**config.mk**
```make
export PLATFORM = sky130hd
export DESIGN_NAME = sparc_control_unit
export DESIGN_NICKNAME = d
export VERILOG_FILES = /design/src/rtl/sparc_ctrl_pkg.sv /design/src/rtl/sparc_moc_timer.sv /design/src/rtl/sparc_control_unit.sv
export SDC_FILE = /design/constraint.sdc
export NUM_CORES = 1
export LEC_CHECK = 0
export CORE_AREA = 2 2 39 41
export DETAILED_ROUTE_END_ITERATION = 7
export DIE_AREA = 0 0 41 43
export DONT_BUFFER_PORTS = 1
export GPL_TIMING_DRIVEN = 0
export PLACE_DENSITY = 0.75
export SLEW_MARGIN = 0
export SYNTH_ARGS = -nofsm -noshare
export SYNTH_HDL_FRONTEND = slang
export SYNTH_SLANG_ARGS = --single-unit
```
**constraint.sdc**
```tcl
create_clock -name Clk -period 3.6 [get_ports Clk]
set_input_delay 1.08 -clock Clk [delete_from_list [all_inputs] [get_ports Clk]]
set_output_delay 1.08 -clock Clk [all_outputs]
set_load 0.005 [all_outputs]
```
**src/rtl/sparc_ctrl_pkg.sv**
```systemverilog
// Shared encodings for the SPARC control unit: FSM states, forced ALU
// opcode, mux selects, memory access size and timeout limit.
package sparc_ctrl_pkg;

  typedef enum logic [3:0] {
    S_RESET     = 4'd0,
    S_FETCH1    = 4'd1,
    S_FETCH2    = 4'd2,
    S_FETCH3    = 4'd3,
    S_DECODE    = 4'd4,
    S_EXEC_ALU  = 4'd5,
    S_EXEC_BR   = 4'd6,
    S_EXEC_MEM1 = 4'd7,
    S_EXEC_MEM2 = 4'd8,
    S_ERROR     = 4'd9
  } state_e;

  // Forced ALU opcode used to advance the PC during fetch
  localparam logic [5:0] OPXX_PC_INC = 6'b010001;

  // Memory access size
  localparam logic [1:0] TYPE_WORD = 2'b10;

  // ALU-B source selects
  localparam logic [1:0] MB_IR_IMM = 2'b01;
  localparam logic [1:0] MB_CONST  = 2'b10;

  // PC / nPC source selects
  localparam logic [1:0] MP_ZERO = 2'b00;
  localparam logic [1:0] MP_ALU  = 2'b11;
  localparam logic [1:0] MNP_SEQ = 2'b11;

  // Instruction class, IR[31:30]
  localparam logic [1:0] IR_CLS_CALL = 2'b01;
  localparam logic [1:0] IR_CLS_ALU  = 2'b10;
  localparam logic [1:0] IR_CLS_MEM  = 2'b11;

  // Last wait-counter value before a memory access is declared timed out
  localparam logic [3:0] WAIT_MAX = 4'hF;

  function automatic logic is_wait_state(input state_e s);
    return (s == S_FETCH2) || (s == S_EXEC_MEM2);
  endfunction

endpackage

```
**src/rtl/sparc_moc_timer.sv**
```systemverilog
// Memory wait counter: counts cycles without MOC while the FSM waits on
// memory and flags a timeout once the count is exhausted.
module sparc_moc_timer
  import sparc_ctrl_pkg::*;
(
  input  logic clk_i,
  input  logic rst_ni,
  input  logic wait_i,
  input  logic moc_i,
  output logic timeout_o
);

  logic [3:0] cnt_q, cnt_d;

  // Counter register, cleared asynchronously by reset
  always_ff @(posedge clk_i or negedge rst_ni) begin
    if (!rst_ni) cnt_q <= '0;
    else         cnt_q <= cnt_d;
  end

  // Held at zero outside the wait states, so every wait starts from zero
  always_comb begin
    cnt_d = cnt_q;
    if (!wait_i)     cnt_d = '0;
    else if (!moc_i) cnt_d = cnt_q + 4'd1;
  end

  // MOC arriving on the last count wins over the timeout
  assign timeout_o = wait_i && !moc_i && (cnt_q == WAIT_MAX);

endmodule

```
**src/rtl/sparc_control_unit.sv**
```systemverilog
// SPARC multicycle control unit: fetch / decode / execute FSM with
// combinational output decode and a memory-handshake timeout.
module sparc_control_unit
  import sparc_ctrl_pkg::*;
(
  input  logic        Clk,
  input  logic        Reset_n,
  input  logic [31:0] IR,
  input  logic        MOC,
  input  logic        BCOND,
  output logic        RF_Clear_Enable,
  output logic        RF_Load_Enable,
  output logic        IR_Ld,
  output logic        MAR_Ld,
  output logic        MDR_Ld,
  output logic        PC_Ld,
  output logic        NPC_Ld,
  output logic        RW,
  output logic        MOV,
  output logic [1:0]  Type,
  output logic [1:0]  MB,
  output logic [1:0]  MP,
  output logic [1:0]  MNP,
  output logic        MOP,
  output logic        MR,
  output logic [5:0]  OpXX,
  output logic        Mem_Err,
  output logic [3:0]  State
);

  state_e state_q, state_d;
  logic   rst_dly_q;
  logic   mem_err_q, mem_err_d;
  logic   moc_timeout;
  logic   unused_ir;

  assign unused_ir = ^{IR[29:22], IR[20:0]};

  sparc_moc_timer u_timer (
    .clk_i     (Clk),
    .rst_ni    (Reset_n),
    .wait_i    (is_wait_state(state_q)),
    .moc_i     (MOC),
    .timeout_o (moc_timeout)
  );

  // State, reset-release delay and sticky error registers
  always_ff @(posedge Clk or negedge Reset_n) begin
    if (!Reset_n) begin
      state_q   <= S_RESET;
      rst_dly_q <= 1'b0;
      mem_err_q <= 1'b0;
    end else begin
      state_q   <= state_d;
      rst_dly_q <= 1'b1;
      mem_err_q <= mem_err_d;
    end
  end

  // Next-state and output decode
  always_comb begin
    state_d         = state_q;
    mem_err_d       = mem_err_q | moc_timeout;
    RF_Clear_Enable = 1'b0;
    RF_Load_Enable  = 1'b0;
    IR_Ld           = 1'b0;
    MAR_Ld          = 1'b0;
    MDR_Ld          = 1'b0;
    PC_Ld           = 1'b0;
    NPC_Ld          = 1'b0;
    RW              = 1'b0;
    MOV             = 1'b0;
    Type            = '0;
    MB              = '0;
    MP              = '0;
    MNP             = '0;
    MOP             = 1'b0;
    MR              = 1'b0;
    OpXX            = '0;

    unique case (state_q)
      S_RESET: begin
        RF_Clear_Enable = 1'b1;
        PC_Ld           = 1'b1;
        NPC_Ld          = 1'b1;
        MR              = 1'b1;
        MNP             = MNP_SEQ;
        MP              = MP_ZERO;
        // One extra RESET cycle after release so FETCH1 lands on the second edge
        if (rst_dly_q) state_d = S_FETCH1;
      end
      S_FETCH1: begin
        MAR_Ld  = 1'b1;
        OpXX    = OPXX_PC_INC;
        MB      = MB_CONST;
        MP      = MP_ALU;
        MOP     = 1'b1;
        state_d = S_FETCH2;
      end
      S_FETCH2: begin
        RW    = 1'b1;
        MOV   = 1'b1;
        Type  = TYPE_WORD;
        MP    = MP_ALU;
        MNP   = MNP_SEQ;
        PC_Ld = MOC;
        if (MOC)              state_d = S_FETCH3;
        else if (moc_timeout) state_d = S_ERROR;
      end
      S_FETCH3: begin
        IR_Ld   = 1'b1;
        NPC_Ld  = 1'b1;
        RW      = 1'b1;
        MOV     = 1'b1;
        Type    = TYPE_WORD;
        MNP     = MNP_SEQ;
        state_d = S_DECODE;
      end
      S_DECODE: begin
        case (IR[31:30])
          IR_CLS_ALU: state_d = S_EXEC_ALU;
          IR_CLS_MEM: state_d = S_EXEC_MEM1;
          default:    state_d = S_EXEC_BR;
        endcase
      end
      S_EXEC_ALU: begin
        RF_Load_Enable = 1'b1;
        state_d        = S_FETCH1;
      end
      S_EXEC_BR: begin
        if (BCOND || (IR[31:30] == IR_CLS_CALL)) begin
          PC_Ld  = 1'b1;
          NPC_Ld = 1'b1;
        end
        state_d = S_FETCH1;
      end
      S_EXEC_MEM1: begin
        MAR_Ld  = 1'b1;
        MB      = MB_IR_IMM;
        state_d = S_EXEC_MEM2;
      end
      S_EXEC_MEM2: begin
        RW   = ~IR[21];
        MOV  = 1'b1;
        Type = TYPE_WORD;
        if (MOC) begin
          if (!IR[21]) begin
            RF_Load_Enable = 1'b1;
            MDR_Ld         = 1'b1;
          end
          state_d = S_FETCH1;
        end else if (moc_timeout) begin
          state_d = S_ERROR;
        end
      end
      S_ERROR: begin
        state_d = S_ERROR;
      end
      default: begin
        state_d = S_RESET;
      end
    endcase
  end

  assign Mem_Err = mem_err_q;
  assign State   = state_q;

endmodule

```
### After elaboration in Yosys (flattened, before gate mapping)

Cells that the tools add are included.

| cells by class | value |
|---|---|
| div/mod/pow operators | 0 |
| add/sub/neg operators | 1 |
| reductions and logical operators | 13 |
| $mul | 0 |
| shift operators | 0 |
| multiplexer cells | 26 |
| bitwise logic cells | 2 |
| equal/unequal tests | 15 |
| magnitude comparators | 0 |

Operators by type and width:

| operator | count |
|---|---|
| $pmux 4 s9 | 1 |
| $mux 4 | 6 |
| $eq 4x3->1 const B | 4 |
| $eq 4x4->1 const B | 3 |
| $reduce_or 2->1 | 5 |
| $mux 1 | 9 |
| $eq 4x2->1 const B | 2 |
| $pmux 2 s2 | 2 |
| $mux 2 | 3 |
| $pmux 1 s2 | 3 |
| $reduce_or 3->1 | 2 |
| $mux 5 | 1 |
| $add 4x1->4 const B | 1 |
| $eq 2x2->1 const B | 2 |
| $eq 4x1->1 const B | 1 |
| $logic_not 4->1 | 1 |
| $ne 2x2->1 const B | 2 |
| $pmux 1 s3 | 1 |
| $eq 2x1->1 const B | 1 |
| $logic_and 1x1->1 | 2 |
| $logic_or 1x1->1 | 2 |
| $logic_not 1->1 | 1 |
| $not 1->1 | 1 |
| $or 1x1->1 | 1 |

| storage, ports and cells | value |
|---|---|
| RAM bits | 0 |
| flip-flop bits (word level) | 10 |
| ROM bits | 0 |
| bits in latches | 0 |
| input bits | 36 |
| memories kept | 0 |
| logic and storage cells | 61 |

### Longest topological paths before layout

| depth | value |
|---|---|
| word-level depth | 7 |
| mapped depth | 6 |
| mapped depth without buffers | 5 |

### Hierarchy

Synthesis repeated with hierarchy kept, for this count alone.

| unflattened totals | value |
|---|---|
| cells, all modules | 102 |
| area, all modules | 844.6 µm² |

Modules (own cells, without submodules):

| module | times used | cells an instance | area each (µm²) |
|---|---|---|---|
| sparc_control_unit | 1 | 85 | 639.4 |
| sparc_moc_timer | 1 | 17 | 205.2 |

### Least setup slack after synthesis

No wires, ideal clock.

| path | value |
|---|---|
| path type | input-to-output |
| from | input MOC |
| to | output PC_Ld |
| stages | 3 |
| data arrival time | 1729 ps |
| buffers on the path | 1 |
| data required time | 2520 ps |
| slack | 791 ps |
| path through | clkbuf_1 -> o21bai_1 -> a211oi_1 |

| between the ends | value |
|---|---|
| longest elaborated chain between the ends | 1 |

Ends and longest elaborated chain:

| what | line | text |
|---|---|---|
| start, declared | sparc_control_unit.sv:9 | `input logic MOC,` |
| $pmux 1 s3 | sparc_control_unit.sv:81 | `unique case (state_q)` |
| end, declared | sparc_control_unit.sv:16 | `output logic PC_Ld,` |

No other way between the ends.

### Final worst setup path

Ends and elaborated chain as after synthesis.

==> impl_metrics.json <==
{
  "place_congestion": 0.740,
  "clock-root-buffer": "clkbuf_4",
  "slew_headroom_pct": 66.6,
  "insertion_delay_ns": 0.26,
  "drive_gt1_share_pct": 23.6,
  "setup_viol": 0,
  "finalPower_uw": 750,
  "drc": 0,
  "end_kind": "output port",
  "ant_nets": 0,
  "fin_crit_ns": 3.01,
  "pre_cts_slack_ns": 0.616,
  "p_leak_nw": 0.419,
  "drt-pass1-iter-count": 4,
  "layout.nets": 148,
  "post_drt_wl_per_cell_um": 13.8,
  "startpoint_type": "primary input",
  "synth.avg_cell_area_um2": 8.07,
  "area_delta_synth_final_pct": 8.66,
  "track_usage_pct": 21.7,
  "hold_buffers": 0,
  "drt-total-wl_mm": 1.74,
  "fillerInstances": 127,
  "setup_tns_ns": 0,
  "slew_violations": 0,
  "rsz0062_at_grt": "no",
  "hold_ws_ns": 0.504,
  "final_hold_viol_count": 0,
  "worstPathMaxFanout": 10,
  "grt_pass1_wl_mm": 2.66,
  "synthCells": 102,
  "period_share_pct": 83.5,
  "synth_area_um2": 823,
  "hold_class": "primary input to async pin",
  "cts_resized": 0,
  "cts_setup_buffers": 0,
  "initial_core_util_pct": 59.5,
  "cts_max_level": 1,
  "tritoncts_num_sinks": 10,
  "row_count": 14,
  "outcome": "finished, final reports clean",
  "regArea_um2": 250,
  "cts_buffers": 3,
  "dp_hpwl_mm": 1.32,
  "tightest_slew_ns": 0.501,
  "drv_cap": 0,
  "peakVddDrop_v": 0.000424,
  "worstPathRequired_ns": 2.52,
  "max_freq_mhz": 333,
  "cts_tree": "built",
  "yosysSeqAreaShare_pct": 30.4,
  "grt_pass1_vias": 667,
  "core-area_um2": 1380,
  "multi_input_comb_area_um2": 438,
  "crit_type": "primary input to output port",
  "ios": 66,
  "vias": 711,
  "n_antenna_cell": 0,
  "utilization_pct": 64.6,
  "powerDensity_nw_per_um2": 838,
  "numPortBuffers": 0,
  "clock_path_buffers": 2,
  "die_w_um": 41,
  "drt_iter0_drc": 12,
  "ys_seq_elements": 10,
  "synth_warnings": 0,
  "antenna_found_initial": 0,
  "skew_ns": 0.00145,
  "fp.dieH_um": 43,
  "clk_pin_slew_ns": 0.07,
  "dieArea_um2": 1760,
  "yosysUniqueCellTypes": 38,
  "vias_per_cell": 5.64,
  "grt_max_degree": 11,
  "fin_ws_ns": 0.594,
  "worstPathArrival_ns": 1.93,
  "grt_overflow": 0
}
## state kept, by name, summed over array words and instances, names as in the netlist
signal	flops
State	4
u_timer.cnt_q	4
Mem_Err	1
rst_dly_q	1
## cell usage after synthesis (all sizes together)
cell type | instances | area share, %
nor3 | 1 | 0.61
ha | 1 | 1.5
dfrtp | 10 | 30
o21ai | 1 | 0.61
nand4b | 1 | 1.1
o22ai | 3 | 3.0
a22o | 1 | 1.1
o21bai | 2 | 1.8
nand2 | 7 | 3.2
xor2 | 2 | 2.1
nor2b | 2 | 1.5
a21oi | 9 | 5.5
nand2b | 3 | 2.3
nor2 | 11 | 5.0
buf | 17 | 16
o31ai | 1 | 1.5
nor4 | 1 | 0.76
mux2i | 2 | 2.4
conb | 2 | 0.91
a311oi | 1 | 1.1
nand3 | 1 | 0.61
nor3b | 1 | 0.91
a211oi | 1 | 0.91
inv | 3 | 1.4
nand3b | 1 | 0.91
a221oi | 1 | 1.1
or2b | 1 | 0.91
a21o | 1 | 0.91
clkbuf | 3 | 1.4
o21a | 1 | 0.91
a31oi | 1 | 0.76
or3 | 3 | 2.3
or2 | 4 | 3.0
xnor2 | 2 | 2.1
## layout by cell type (no fill, tap or decap), types with 2 or more instances in the layout
cell type / n
buf_4: 12
nor2_1: 11
dfrtp_1: 10
a21oi_1: 9
nand2_1: 7
conb_1: 6
or2_2: 3
clkbuf_1: 3
buf_2: 3
inv_1: 3
or3_1: 3
nand2b_1: 3
clkbuf_4: 3
buf_6: 2
nor2b_1: 2
o21bai_1: 2
o22ai_1: 2
xnor2_1: 2
xor2_1: 2
mux2i_1: 2
## critical path, cell delays in order
cell      delay (ns)
clkbuf_1        0.38
o21bai_1        0.14
a211oi_1        0.33
## through the flow
stage                     area (µm²)  instances
after floorplan                  838        106
after global placement           858        122
after detailed placement         858        122
after CTS                        895        126
after global routing             895        126
final                            895        126
## power by group
part	switching [mW]	internal, mW
clock	0.0387	0.0614
sequential	0.0293	0.139
combinational	0.267	0.214
total	0.335	0.415
## path summary, 6_finish.rpt
path	slack (ns)	depth (start not counted)	end	start
worst max-delay path	0.59	3	PC_Ld	MOC
min in group Clk	0.50	2	Mem_Err$_DFF_PN0_	Mem_Err$_DFF_PN0_
worst max register to register	2.09	6	State[0]$_DFFE_PN0P_	State[3]$_DFFE_PN0P_
worst min-delay path	0.50	0	State[3]$_DFFE_PN0P_	Reset_n
worst min register to register	0.50	2	Mem_Err$_DFF_PN0_	Mem_Err$_DFF_PN0_
max in group asynchronous	3.03	0	rst_dly_q$_DFF_PN0_	Reset_n
## cell type report
type | count | area share, %
multi-input cells | 73 | 49.0
flip-flops and latches | 10 | 28.0
plain buffers | 20 | 15.5
clock buffers | 4 | 4.06
well taps | 16 | 2.24
inverters | 3 | 1.26
## cell families after synthesis
family / synth area share [%]
compound gates: 19.1
xor+xnor: 4.26
fa+ha+maj: 1.52
buf+inv: 18.2
flops: 30.4
mux: 2.43
other cells: 0.912
simple gates: 23.1
## layer usage
metal / global-route usage [%] / share of wire (%)
met5: 0 / 0
met4: 11.3 / 0
met3: 2.09 / 6.7
met2: 38.4 / 53
met1: 23.4 / 41
(Power assumes the default switching activity.)
